`config.mk`:
```
export PLATFORM = sky130hd
export DESIGN_NAME = ma_unit
export DESIGN_NICKNAME = d
export VERILOG_FILES = /design/src/rtl/ma_unit.sv
export SDC_FILE = /design/constraint.sdc
export NUM_CORES = 1
export LEC_CHECK = 0
export ABC_CLOCK_PERIOD_IN_PS = 1600
export CAP_MARGIN = 10
export CORE_AREA = 4 4 41 43
export CTS_CLUSTER_DIAMETER = 100
export CTS_CLUSTER_SIZE = 12
export DETAILED_ROUTE_END_ITERATION = 12
export DIE_AREA = 0 0 45 47
export GPL_TIMING_DRIVEN = 0
export PLACE_DENSITY = 0.51
export REMOVE_ABC_BUFFERS = 1
export SYNTH_ARGS = -nofsm -noshare
export SYNTH_HDL_FRONTEND = slang
export SYNTH_SLANG_ARGS = --single-unit
```
`constraint.sdc`:
```
create_clock -name clk -period 1.6 [get_ports clk]
set_clock_uncertainty 0.15 [all_clocks]
set_input_delay 0.24 -clock clk [delete_from_list [all_inputs] [get_ports clk]]
set_output_delay 0.24 -clock clk [all_outputs]
set_load 0.005 [all_outputs]
```
`src/rtl/ma_unit.sv`:
```
// ma_unit: synchronizes async level A and emits rising (re) / falling (wa) edge pulses plus a
// retriggerable activity window (ka). Define MA_UNIT_FILTER_EN to add a stability filter on the input.
module ma_unit #(
   parameter int SYNC_STAGES = 2,   // 2..4
   parameter int FILTER_LEN  = 3,   // 1..15, filter build only
   parameter int HOLD        = 8    // 1..255
) (
   input  logic clk,
   input  logic rst_n,
   input  logic A,
   output logic re,
   output logic wa,
   output logic ka
);
   localparam int CNT_W = $clog2(HOLD + 1);

   logic [SYNC_STAGES-1:0] sync_reg;
   logic                   a_s;
   logic                   a_f;
   logic                   prev_reg;
   logic [CNT_W-1:0]       cnt_reg;

   always_ff @(posedge clk or negedge rst_n) begin
      if (!rst_n) begin
         sync_reg <= '0;
      end else begin
         sync_reg <= {sync_reg[SYNC_STAGES-2:0], A};
      end
   end

   assign a_s = sync_reg[SYNC_STAGES-1];

`ifdef MA_UNIT_FILTER_EN
   localparam int FCNT_W = $clog2(FILTER_LEN + 1);
   localparam logic [FCNT_W-1:0] FCNT_LAST = FCNT_W'(FILTER_LEN - 1);

   logic [FCNT_W-1:0] fcnt_reg;
   logic              a_f_reg;

   // Any return of a_s to the accepted level restarts the stability count.
   always_ff @(posedge clk or negedge rst_n) begin
      if (!rst_n) begin
         fcnt_reg <= '0;
         a_f_reg  <= 1'b0;
      end else if (a_s == a_f_reg) begin
         fcnt_reg <= '0;
      end else if (fcnt_reg == FCNT_LAST) begin
         fcnt_reg <= '0;
         a_f_reg  <= a_s;
      end else begin
         fcnt_reg <= fcnt_reg + FCNT_W'(1);
      end
   end

   assign a_f = a_f_reg;
`else
   logic [7:0] unused_filter_len;

   assign unused_filter_len = 8'(FILTER_LEN);
   assign a_f = a_s;
`endif

   // prev clears on reset, so a level already high at release reads as a rising edge.
   always_ff @(posedge clk or negedge rst_n) begin
      if (!rst_n) begin
         prev_reg <= 1'b0;
         re       <= 1'b0;
         wa       <= 1'b0;
      end else begin
         prev_reg <= a_f;
         re       <= a_f & ~prev_reg;
         wa       <= ~a_f & prev_reg;
      end
   end

   always_ff @(posedge clk or negedge rst_n) begin
      if (!rst_n) begin
         cnt_reg <= '0;
      end else if (re | wa) begin
         cnt_reg <= CNT_W'(HOLD);
      end else if (cnt_reg != '0) begin
         cnt_reg <= cnt_reg - CNT_W'(1);
      end
   end

   assign ka = (cnt_reg != '0);

endmodule

```
# After elaboration in Yosys (flattened, before gate mapping)
# Cells that the tools add are included.
op_classes:
  add_sub_neg: 1
  mux: 2
  n_bitwise: 5
  reduce_logical: 2
op_table:
  columns: ["cell", "count"]
  rows:
  - ["$mux W4", 2]
  - ["$reduce_bool A4 Y1", 1]
  - ["$sub A4 B1 Y4 const B", 1]
  - ["$and A1 B1 Y1", 2]
  - ["$not A1 Y1", 2]
  - ["$reduce_bool A2 Y1", 1]
  - ["$or A1 B1 Y1", 1]
word_totals:
  register_bits: 9
  out_inout_bits: 3
  wordCells: 15

# Logic depth before layout (Yosys ltp)
logic_depth:
  depth_word: 3
  mapped_depth: 4
  mapped_depth_nobuf: 4

# Worst setup path after synthesis
# Ideal clock, no wire load.
synth_timing:
  path_kind: "register to register"
  start: "reg cnt_reg[0]"
  end: "reg cnt_reg[1]"
  setup_time_ns: 0.111
  t_arrival_ns: 1.349
  required_ns: 1.339
  path_slack_ns: -0.011
  path_stages_with_launch: 5
  n_path_buf: 0
  synth_period_minus_slack_ns: 1.611
  path_cell_list: "dfrtp_1 > inv_1 > ha_1 > or3b_4 > a2111oi_2"
synth_via:
  elab_cells_between_ends: 5
  classes_between: "add/sub: 1; mux: 2; reduce/logical: 2"
synth_rtl:
  columns: ["item", "line", "text"]
  rows:
  - ["from (decl)", "21", "logic [CNT_W-1:0] cnt_reg;"]
  - ["from (signal assigned)", "80", "cnt_reg <= CNT_W'(HOLD);"]
  - ["from (signal assigned)", "82", "cnt_reg <= cnt_reg - CNT_W'(1);"]
  - ["$reduce_bool A4 Y1", null, null]
  - ["via ka", "13", "output logic ka"]
  - ["$reduce_bool A2 Y1 (no line)", null, null]
# The timed path passes the listed nets, and every way through them passes these cells. The select of a mux whose other input is x is not followed.
# A chain may end at the register's enable or synchronous reset.

# Worst setup path after layout
layout_timing:
  start: "reg cnt_reg[1]"
  end: "out ka"
layout_via:
  elab_chain_len: 1
layout_lines:
  columns: ["item", "line", "text"]
  rows:
  - ["$reduce_bool A4 Y1", "86", "assign ka = (cnt_reg != '0);"]
  - ["to (decl)", "13", null]
# No other way between the ends.

==> impl_results.md <==
* Outcome: finished, violations left
* Failing checks: negative setup slack
* Clk Latency, worst-skew pair at between 0.2 and 0.3 ns
* Row Count at 13
* Lkg Pwr at around 0.25 nW
* Final cycle utilization of the critical path at 1.10
* Grt ovf at 0
* Initial antenna violation count at 0
* Area enclosed by the die boundary at ~0.0021 sq mm
* Die H at 47 um
* GP Congestion at ~0.83
* Worst-Margin Slew at 0.553 ns
* WS Path Type: flip-flop to primary output
* Clk pin slew, worst setup/hold paths at 0.06 ns
* Setup_tns at -0.367 ns
* Final ANT Viol Nets at 0
* Post-synthesis adder-cell area fraction at 0.0662
* Via Count at approximately 290
* Num CTS Buffers at 3
* Commonest non-fill, non-tap cells in the layout: buf_4, dfrtp_1, clkdlybuf4s50_1
* Maxcap violations at 0
* Sinks on Clock Net at 9
* Global-route wire length before repair at about 1400 um
* Port bufs at 5
* Xor and xnor area share after synthesis at 0.0232
* Mux cell area share after synthesis at 0.0298
* DR vias/cell at 4.61
* Core ar. at between 0.001 and 0.0015 sq mm
* Layout cells sized above 1 at 0.532
* Unrepaired setup endpoints after global routing: true
* Cell Area, Synth at around 380 sq um
* Synth-to-layout area growth at 52.6%
* Worst R2R Setup Slack at -0.12 ns
* Fin worst setup slack at -0.156 ns
* Slew headroom at 0.626
* Drt pass-1 iters at 2
* Setup violations, final at 3
* Mapped Cells at 28
* Number of synthesized register bits at 9
* Clock buffer depth at 2
* Tot GR Track Use at 0.0933
* Achievable clock frequency at about 0.57 GHz
* DR iter-0 viols at 3
* Worst Path Required at 1.21 ns
* Chip Width at 45 um
* Clock Root Buffer: clkbuf_4
* # IOs at 6
* Largest net degree at the start of global routing at 10
* FF-to-FF path depth at 5
* Synth Area per Inst at about 13 sq um
* Main combinational cell family by area after synthesis: simple AND/OR/NAND/NOR gates
* Initial Util at 0.290
* Crit path time final at around 1.8 ns
* Critical Path AT at approximately 1.4 ns
* Reg-to-reg startpoint: cnt_reg[1]
* Fin nets at 53
* Sequential area share after synthesis at 0.596
* Power density cells at approximately 1700 mW/mm^2
* CP Launch Type: flip-flop
* Yosys cell types at 17
* Worst hold path class: input pin to asynchronous set/reset pin
* CTS hold repair buffers at 0
* Vias in the first global route at 340
* Worst R2R End: cnt_reg[1]
* Diode count at 0
* Hold WS at between 0.1 and 0.15 ns
* Crit. End Element: primary output
* Area fraction in compound gates after synthesis at 0.0795
* Wire length per cell at 13.2 um
* CTS tree: built
* DRC at 0
* Final Slew Violations at 0
* Final WL at between 800 and 900 um
* CP Max Fanout at 2
* Final hold vios at 0
* Htree depth at 1
* Post-Synth Simple-Gate Area at 0.185
* Commonest non-fill, non-tap cell in the layout: buf_4
* Max reg flops at 4
* Yosys warnings at 0
* Dpl hpwl at ~460 um
* VDD IR max at 0.682 mV
[cell families (layout without fill, tap and decap cells)]
group	Yosys count	count (layout)
and+or+nand+nor	10	10
DFF	9	9
buffers and inverters	2	21
xor gates and xnor gates	1	1
adders and majority gates	2	2
muxes	1	1
AOI/OAI and AO/OA	3	3
[critical path, cell delays in order (launching register included)]
cell     delay (ns)
dfrtp_1        0.39
inv_2          0.08
ha_4           0.13
or3b_4         0.39
buf_6          0.13
[worst max-delay path by stage]
stage	start	end	slack [ns]	cells past startpoint
after floorplan	cnt_reg[0]	cnt_reg[1]	-0.01	4
after global placement	cnt_reg[0]	ka	-0.30	4
after detailed placement	cnt_reg[0]	ka	-0.31	4
after CTS	cnt_reg[1]	ka	-0.15	4
after global routing	cnt_reg[0]	ka	-0.22	4
final	cnt_reg[1]	ka	-0.16	4
[per-stage QoR]
step | util | cell area, sq um | std cells | setup slack (ns) | total power [W]
after floorplan | - | 378 | 28 | -0.0107 | 0.000518
after global placement | 0.343 | 447 | 48 | -0.298 | 0.000571
after detailed placement | 0.343 | 447 | 48 | -0.307 | 0.000589
after CTS | 0.432 | 562 | 60 | -0.152 | 0.000932
after global routing | 0.443 | 577 | 62 | -0.220 | 0.00105
final | 0.443 | 577 | 62 | -0.156 | 0.000983
[cell type report]
type | count | area, sq um
clock buffer | 4 | 26.3
tap | 15 | 18.8
timing repair buffer | 15 | 126
multi-input combinational | 17 | 170
fill | 128 | 724
sequential | 9 | 228
inverter | 2 | 7.51
[report_power, final]
part           switching (W)  leakage, nW  internal [W]  total, W
clock network      0.0000712       0.0150     0.0000955  0.000167
logic               0.000176        0.131      0.000311  0.000487
registers          0.0000495        0.106      0.000280  0.000330
[layer usage]
metal / GRT usage / share of wire / routed length [um] / vias to the layer above
met5: 0 / 0 / 0 / -
li1: - / - / - / 139
met3: 0.0115 / 0.027 / 22 / 0
met2: 0.189 / 0.56 / 459 / 5
met4: 0.0175 / 0 / 0 / 0
met1: 0.103 / 0.41 / 333 / 142
[Yosys cell counts]
| library cell | number | area share |
|---|---|---|
| dfrtp_1 | 9 | 0.60 |
| ha_1 | 2 | 0.066 |
| inv_1 | 2 | 0.020 |
| nor2b_1 | 2 | 0.033 |
| a2111oi_2 | 1 | 0.040 |
| and3_2 | 1 | 0.020 |
| mux2_2 | 1 | 0.030 |
| nor2_1 | 1 | 0.0099 |
| nor3_1 | 1 | 0.013 |
| nor3b_1 | 1 | 0.020 |
| nor4b_1 | 1 | 0.023 |
| o211ai_1 | 1 | 0.020 |
| o31ai_1 | 1 | 0.020 |
| or2_2 | 1 | 0.017 |
| or3_2 | 1 | 0.020 |
| or3b_4 | 1 | 0.030 |
| xor2_1 | 1 | 0.023 |
[what timing repair did]
item | in CTS | in global routing
pin swaps | 1 | 1
resized for setup | 12 | 0
endpoints found under the setup margin | 5 | 4
gates cloned | 0 | 0
buffers inserted | 8 | 2
Power figures use the tool's default switching activity.
